`src/rtl/arb_pkg.sv`:
```
// Shared types and helpers for the weighted round-robin arbiter family.
// Latency: none (types, constants and a combinational helper only).
// Backpressure: not applicable.
package arb_pkg;

    typedef enum logic {
        ARB_IDLE  = 1'b0,
        ARB_GRANT = 1'b1
    } arb_state_e;

    localparam int ARB_N_DEF  = 4;
    localparam int ARB_WW_DEF = 4;
    localparam int ARB_MAX_N  = 16;

    // Binary index of a one-hot vector; an all-zero input yields 0.
    function automatic logic [3:0] onehot_to_idx(input logic [ARB_MAX_N-1:0] oh);
        logic [3:0] idx;
        idx = '0;
        for (int i = 0; i < ARB_MAX_N; i++) begin
            if (oh[i]) begin
                idx = idx | 4'(i);
            end
        end
        return idx;
    endfunction

endpackage

```
`src/rtl/rr_pick.sv`:
```
// Rotating-priority picker: first requester strictly after ptr (mod N) wins.
// Latency: purely combinational, zero cycles.
// Backpressure: none; the caller decides when the pick is consumed.
module rr_pick
    import arb_pkg::*;
#(
    parameter int N   = ARB_N_DEF,
    parameter int IDW = $clog2(N)
) (
    input  logic [N-1:0]   req,
    input  logic [IDW-1:0] ptr,
    output logic [N-1:0]   win,
    output logic [IDW-1:0] win_id,
    output logic           any
);

    localparam int W2 = 2 * N;

    logic [W2-1:0] mask;
    logic [W2-1:0] masked;
    logic [W2-1:0] first;

    // Double the request vector, blank bits at or below ptr in the low copy,
    // isolate the lowest remaining bit, then fold the two halves together.
    always_comb begin
        mask   = ({W2{1'b1}} << ptr) << 1;
        masked = {req, req} & mask;
        first  = masked & (~masked + W2'(1));
        win    = first[N-1:0] | first[W2-1:N];
        any    = |req;
        win_id = IDW'(onehot_to_idx(ARB_MAX_N'(win)));
    end

endmodule

```
`src/rtl/wrr_burst_arb.sv`:
```
// Weighted round-robin arbiter: a grant holds for up to weight[i] beats, last, or req drop.
// Latency: 1 cycle from req sampled to registered gnt; back-to-back grants with no bubble.
// Backpressure: a granted requester stalls the burst by nothing; dropping req releases without using credit.
module wrr_burst_arb
    import arb_pkg::*;
#(
    parameter int N   = ARB_N_DEF,
    parameter int WW  = ARB_WW_DEF,
    parameter int IDW = $clog2(N)
) (
    input  logic            clk,
    input  logic            rstn,
    input  logic [N-1:0]    req,
    input  logic [N-1:0]    last,
    input  logic [N*WW-1:0] weight,
    output logic [N-1:0]    gnt,
    output logic            gnt_vld,
    output logic [IDW-1:0]  gnt_id,
    output logic [WW-1:0]   credit
);

    arb_state_e     state_q, state_d;
    logic [N-1:0]   gnt_q, gnt_d;
    logic           gnt_vld_q, gnt_vld_d;
    logic [IDW-1:0] gnt_id_q, gnt_id_d;
    logic [WW-1:0]  credit_q, credit_d;
    logic [IDW-1:0] ptr_q, ptr_d;

    logic [N-1:0]   pick_win;
    logic [IDW-1:0] pick_id;
    logic           pick_any;

    logic [WW-1:0]  w_sel;
    logic [WW-1:0]  load_credit;
    logic           cur_req;
    logic           cur_last;
    logic           beat;
    logic           release_now;

    // ptr always equals the last granted index, so a releasing requester
    // automatically drops to lowest priority in the next pick.
    rr_pick #(
        .N   (N),
        .IDW (IDW)
    ) u_pick (
        .req    (req),
        .ptr    (ptr_q),
        .win    (pick_win),
        .win_id (pick_id),
        .any    (pick_any)
    );

    // Grant bookkeeping: weight of the candidate winner and release decision for the holder.
    always_comb begin
        w_sel       = weight[int'(pick_id)*WW +: WW];
        load_credit = (w_sel == '0) ? WW'(1) : w_sel;
        cur_req     = req[gnt_id_q];
        cur_last    = last[gnt_id_q];
        beat        = (state_q == ARB_GRANT) && cur_req;
        // A req drop releases without a beat; last or final credit release only on a beat.
        release_now = (state_q == ARB_GRANT) &&
                      (!cur_req || (beat && (cur_last || credit_q == WW'(1))));
    end

    // Next state: arbitrate when idle or releasing, otherwise burn one credit per beat.
    always_comb begin
        state_d   = state_q;
        gnt_d     = gnt_q;
        gnt_vld_d = gnt_vld_q;
        gnt_id_d  = gnt_id_q;
        credit_d  = credit_q;
        ptr_d     = ptr_q;
        if (state_q == ARB_IDLE || release_now) begin
            if (pick_any) begin
                state_d   = ARB_GRANT;
                gnt_d     = pick_win;
                gnt_vld_d = 1'b1;
                gnt_id_d  = pick_id;
                credit_d  = load_credit;
                ptr_d     = pick_id;
            end else begin
                state_d   = ARB_IDLE;
                gnt_d     = '0;
                gnt_vld_d = 1'b0;
                gnt_id_d  = '0;
                credit_d  = '0;
            end
        end else if (beat) begin
            credit_d = credit_q - WW'(1);
        end
    end

    // State registers; reset clears the grant immediately and favours requester 0.
    always_ff @(posedge clk or negedge rstn) begin
        if (!rstn) begin
            state_q   <= ARB_IDLE;
            gnt_q     <= '0;
            gnt_vld_q <= 1'b0;
            gnt_id_q  <= '0;
            credit_q  <= '0;
            ptr_q     <= IDW'(N - 1);
        end else begin
            state_q   <= state_d;
            gnt_q     <= gnt_d;
            gnt_vld_q <= gnt_vld_d;
            gnt_id_q  <= gnt_id_d;
            credit_q  <= credit_d;
            ptr_q     <= ptr_d;
        end
    end

    assign gnt     = gnt_q;
    assign gnt_vld = gnt_vld_q;
    assign gnt_id  = gnt_id_q;
    assign credit  = credit_q;

endmodule

```
`config.mk`:
```
export PLATFORM = sky130hd
export DESIGN_NAME = wrr_burst_arb
export DESIGN_NICKNAME = d
export VERILOG_FILES = /design/src/rtl/arb_pkg.sv /design/src/rtl/rr_pick.sv /design/src/rtl/wrr_burst_arb.sv
export SDC_FILE = /design/constraint.sdc
export NUM_CORES = 1
export LEC_CHECK = 0
export CAP_MARGIN = 20
export CORE_ASPECT_RATIO = 1.1
export CORE_UTILIZATION = 40
export CTS_CLUSTER_DIAMETER = 60
export CTS_CLUSTER_SIZE = 14
export DETAILED_ROUTE_END_ITERATION = 7
export HOLD_SLACK_MARGIN = 0.02
export PLACE_DENSITY = 0.8
export RECOVER_POWER = 100
export SLEW_MARGIN = 20
export SYNTH_ARGS = -nofsm -noshare
export SYNTH_HDL_FRONTEND = slang
export SYNTH_SLANG_ARGS = --single-unit
```
`constraint.sdc`:
```
create_clock -name clk -period 3.9 [get_ports clk]
set_input_delay 0.78 -clock clk [delete_from_list [all_inputs] [get_ports clk]]
set_output_delay 0.78 -clock clk [all_outputs]
set_load 0.02 [all_outputs]
```
==> metrics, run 1 <==
finished layout cell area=0.00131 mm^2; latest clock arrival within the worst-skew pair=0.27 ns; Core ar.=0.00225 mm^2; synthesized area per cell=9.89 um^2; post-route ant nets=0; TritonCTS buffer count=3; HP Start=gnt[1]; FF-to-FF path depth=6; crit path cell chain=dlygate4sd3_1 -> nand2b_2 -> a31oi_1 -> and2_0 -> mux2i_1 -> a221oi_1 -> a31o_1; first-pass GRT wire length=3400 um; initial antenna violation count=0; routability cong.=0.791; DP Cell Count=158; synth unique cells=44; outcome=completed; Initial Util=42.6%; Critical Path RT=4.12 ns; H-tree levels=1; Setup WS pre-CTS=0.840 ns; clock network fraction of total power=9.0%; die outline width=48.7 um; Layout area overhead=36.9%; vias in the first global route=791; crit-path max FO=10; synth warn=0; RSZ-0062 raised after global routing=no; final instance count without filler cells=162; number of flops mapped to enable cells by yosys=0; Sw Ratio=43.1%; TNS Setup=0 ns; Critical Path AT=3.33 ns; vias=865; clk sink count=13; Fillers=205; Hold Vio Cnt, Final=0; max-slew violation count=0; Initial DRC Count=7; largest net degree at the start of global routing=18; Post-CTS Resized=0; average wire per standard cell=13.0 um; maximum VDD drop=0.335 mV; combinational share of power=60.9%; Max Fclk=0.321 GHz; worst hold stages=1; Static Leakage=0.567 nW; syn_nets=125; hpwl dp=1670 um; Worst R2R End=credit[2]; grt ovf=0; CTS tree=yes; WL final=2100 um; global-route usage over all layers=18.0%; Setup Fix Bufs, Post-CTS=0; min cycle time layout=3.11 ns; Synth async-reset ratio=100%; Worst-Margin Slew=0.595 ns; critical path's slowest cell=dlygate4sd3_1; Final WS setup=0.787 ns; CP Launch Type=input pin; Seq pwr share=30.1%; most used flip-flop cell after synthesis=dfrtp_1; Int Power=0.522 mW; FP Rows=18; Max-Cap Viols=0; FF+latch count, synth=13; final setup fails=0; Mapped Cells=97; Critical Path End Type=flip-flop; flop-to-flop setup slack=1.48 ns; WP buf/inv=1; Hold EP=gnt[1]; Layout Nets=161; sw power=0.396 mW; share of cells above drive strength 1=8.33%; Worst path top cell family by delay=compound AO/OA/AOI/OAI gates; dpl cell area=0.00132 mm^2; Residual DRC=0; full die area=0.00260 mm^2; vias per cell=5.34; Max Root-Sink Buffers=2; RR Startpoint=ptr_q[0]; CTS root buf=clkbuf_4; pwr dens=699 mW/mm^2; IO Port Bufs=36; Setup crit start=req[3]; Setup Skew=0.00156 ns; register area share after synthesis=34.2%; chip height=53.4 um; Util after Layout=58.3%; # diodes=0; Post-CTS Hold Fix Bufs=0; Ports=37; router iterations before antenna repair=4; relative slew slack=60.3%; Clock transition at path regs=0.08 ns; Hold Crit Class=flip-flop to flip-flop; mapped cell area=960 um^2; CP Class=input pin to flip-flop; final worst-path cycle share=79.8%; crit-path max cell delay=0.71 ns
## cells in the mapped netlist, types with 2 or more instances
master / number / area, um^2
dfrtp_1: 11 / 275
inv_1: 9 / 33.8
mux2i_1: 6 / 60.1
nand2_1: 6 / 22.5
nor2_1: 6 / 22.5
mux2_1: 4 / 45.0
a21oi_1: 3 / 15.0
buf_2: 3 / 15.0
a21boi_0: 2 / 15.0
a22o_1: 2 / 17.5
a31o_1: 2 / 17.5
dfstp_2: 2 / 52.6
ha_1: 2 / 25.0
nand2b_1: 2 / 12.5
nand3_1: 2 / 10.0
nor3_1: 2 / 10.0
o21ai_0: 2 / 10.0
o21ai_1: 2 / 10.0
o22ai_1: 2 / 12.5
o32a_1: 2 / 20.0
xnor2_1: 2 / 17.5
## logic make-up (layout without fill, tap and decap cells)
logic type | after synthesis | after routing | synth area share (%)
buf+inv | 14 | 49 | 7.95
simple gates | 24 | 24 | 14.1
compound gates | 31 | 31 | 27.3
xor+xnor | 2 | 2 | 1.83
mux | 11 | 11 | 12.1
fa+ha+maj | 2 | 2 | 2.61
flops | 13 | 13 | 34.2
## routing by layer
layer | global-route usage, % | share of wire, % | vias to the layer above
met5 | 0 | 0 | -
met1 | 19.4 | 43 | 400
met2 | 32.6 | 50 | 33
met3 | 3.45 | 4.5 | 7
li1 | - | - | 425
met4 | 11.8 | 2.9 | 0
## stage by stage
step / total power, mW / hold WS, ns
floorplan: 0.725 / 0.484
global placement: 0.867 / 0.479
detailed placement: 0.886 / 0.482
CTS: 0.971 / 0.499
global route: 0.989 / 0.514
finish: 0.918 / 0.490
## power groups by stage
stage / registers, mW / logic, mW / clock network (mW)
3_3_place_gp: 0.279 / 0.588 / 0
2_1_floorplan: 0.309 / 0.415 / 0
4_1_cts: 0.280 / 0.606 / 0.0852
5_1_grt: 0.291 / 0.606 / 0.0924
6_report: 0.277 / 0.559 / 0.0827
3_5_place_dp: 0.282 / 0.604 / 0
## sequential cells by signal, summed over array words and instances, names as in the netlist
name,count
gnt,4
ptr_q,2
gnt_vld,1
gnt_id,2
credit,4
## placed cells by master, fill, tap and decap left out, types with 3 or more instances in the layout
| cell | n |
|---|---|
| nand2_1 | 6 |
| clkdlybuf4s50_1 | 22 |
| clkbuf_4 | 3 |
| dfrtp_1 | 11 |
| inv_1 | 9 |
| dlygate4sd3_1 | 14 |
| nor2_1 | 6 |
| mux2_1 | 4 |
| mux2i_1 | 6 |
| a21oi_1 | 3 |
## layout make-up
type / instances / area, um^2 / area share (%)
Inverter: 9 / 33.8 / 2.57
Timing Repair Buffer: 36 / 360 / 27.4
Sequential cell: 13 / 328 / 25.0
Multi-Input combinational cell: 70 / 528 / 40.2
Tap cell: 30 / 37.5 / 2.86
Clock buffer: 4 / 26.3 / 2.00
## worst max-delay path by stage
stage / end / depth (start not counted)
after floorplan: credit[0] / 7
after CTS: credit[0] / 7
after global placement: credit[0] / 7
final: credit[2] / 7
after detailed placement: credit[0] / 7
after global routing: credit[0] / 7
Note: power is estimated with default switching activity, not from simulation.
==> inputs of run 2 (changes only) <==
Clock period 3.9 ns to 3 ns, I/O delays scaled along.
==> run 2 against run 1 <==
Largest power group unchanged; sequential power up 31%; power is 32% higher; clock skew increased by 0.0012 ns; highest routed layer unchanged.
==> metrics, run 2 (synthesis results as in run 1) <==
outcome=completed; routability cong.=0.781; RSZ-0062 raised after global routing=no; post-route ant nets=0; routed wl met2=1080 um; Static Leakage=0.583 nW; finished layout cell area=0.00134 mm^2; TNS Setup=0 ns; Max Fclk=0.394 GHz; global-route usage over all layers=19.1%; final setup fails=0; grt ovf=0; Layout area overhead=39.5%; pwr dens=906 mW/mm^2; chip height=53.4 um; dpl cell area=0.00133 mm^2; FP Rows=18; final worst-path cycle share=84.6%; crit-path max FO=10; Post-CTS Resized=0; Max Root-Sink Buffers=2; relative slew slack=62.2%; largest net degree at the start of global routing=14; TritonCTS buffer count=3; IO Port Bufs=36; vias per cell=5.23; Ports=37; WL met1=895 um; die outline width=48.7 um; Layout Nets=163; clk sink count=13; max-slew violation count=0; latest clock arrival within the worst-skew pair=0.27 ns; CP Launch Type=input pin; WL final=2140 um; first-pass GRT wire length=3740 um; final instance count without filler cells=164; Setup Skew=0.00278 ns; wire length on met3=119 um; Hold Crit Class=flip-flop to flip-flop; most common cell after layout, fill and taps aside=clkdlybuf4s50_1; Initial Util=42.6%; min cycle time layout=2.54 ns; Core ar.=0.00225 mm^2; Clock transition at path regs=0.07 ns; vias in the first global route=871; Post-CTS Hold Fix Bufs=0; H-tree levels=1; Critical Path AT=2.70 ns; # diodes=0; share of cells above drive strength 1=10.4%; CTS tree=yes; Setup Fix Bufs, Post-CTS=0; hpwl dp=1770 um; average wire per standard cell=13.1 um; Worst-Margin Slew=0.564 ns; DR top layer=met4; CP Class=input pin to flip-flop; Initial DRC Count=10; vias=858; Critical Path End Type=flip-flop; Residual DRC=0; initial antenna violation count=0; DP Cell Count=160; Worst Hold Slack=0.494 ns; maximum VDD drop=0.558 mV; Max-Cap Viols=0; router iterations before antenna repair=4; CTS root buf=clkbuf_4; commonest non-fill, non-tap cells in the layout=clkdlybuf4s50_1 (23), dlygate4sd3_1 (13), dfrtp_1 (11); Critical Path RT=3.16 ns; Pwr Total=1.21 mW; full die area=0.00260 mm^2; Hold Vio Cnt, Final=0
==> run 2: cell count changes in the layout (fill, tap and decap cells not counted), sizes merged <==
| cell | delta |
|---|---|
| dlygate4sd3 | -1 |
| clkdlybuf4s50 | +1 |
| buf | +1 |
| clkbuf | +1 |
==> run 2: power breakdown <==
group	leakage, nW	switching [mW]	internal, mW
logic	0.414	0.372	0.374
clock network	0.0150	0.0512	0.0515
registers	0.154	0.0948	0.269
==> run 2: layout make-up <==
class / instances / area [um^2]
Timing Repair Buffer: 38 / 372
Inverter: 9 / 33.8
Clock buffer: 4 / 26.3
Multi-Input combinational cell: 70 / 542
Sequential cell: 13 / 328
Tap cell: 30 / 37.5
Fill cell: 212 / 913
==> run 2: final timing paths <==
check                               from  cells after the start  slack, ns   endpoint
worst max-delay path              req[3]                      7       0.46  credit[0]
worst min-delay path              gnt[1]                      1       0.49     gnt[1]
worst max register to register  ptr_q[0]                      6       0.93  credit[0]
worst min register to register    gnt[1]                      1       0.49     gnt[1]
max in group asynchronous           rstn                      1       1.87   ptr_q[0]
min in group asynchronous           rstn                      1       0.76  credit[1]
==> run 2: worst max-delay path, stage by stage <==
cell and delay [ns]:
dlygate4sd3_1 0.74, nand2b_4 0.09, a31oi_1 0.30, and2_4 0.29, mux2i_1 0.23, a221oi_2 0.09, o41ai_1 0.36
==> run 2: metrics by stage <==
| stage | utilization, % | setup WS, ns |
|---|---|---|
| 6_report | 59.4 | 0.461 |
| 5_1_grt | 59.4 | 0.292 |
| 4_1_cts | 60.2 | 0.618 |
| 3_5_place_dp | 59.1 | 0.336 |
| 3_3_place_gp | 59.1 | 0.367 |
| 2_1_floorplan | - | 1.08 |
==> run 2: per-layer routing <==
layer / vias to the layer above / global-route usage [%]
met4: 0 / 10.8
li1: 430 / -
met3: 4 / 2.30
met5: - / 0
met1: 388 / 20.9
met2: 36 / 36.1
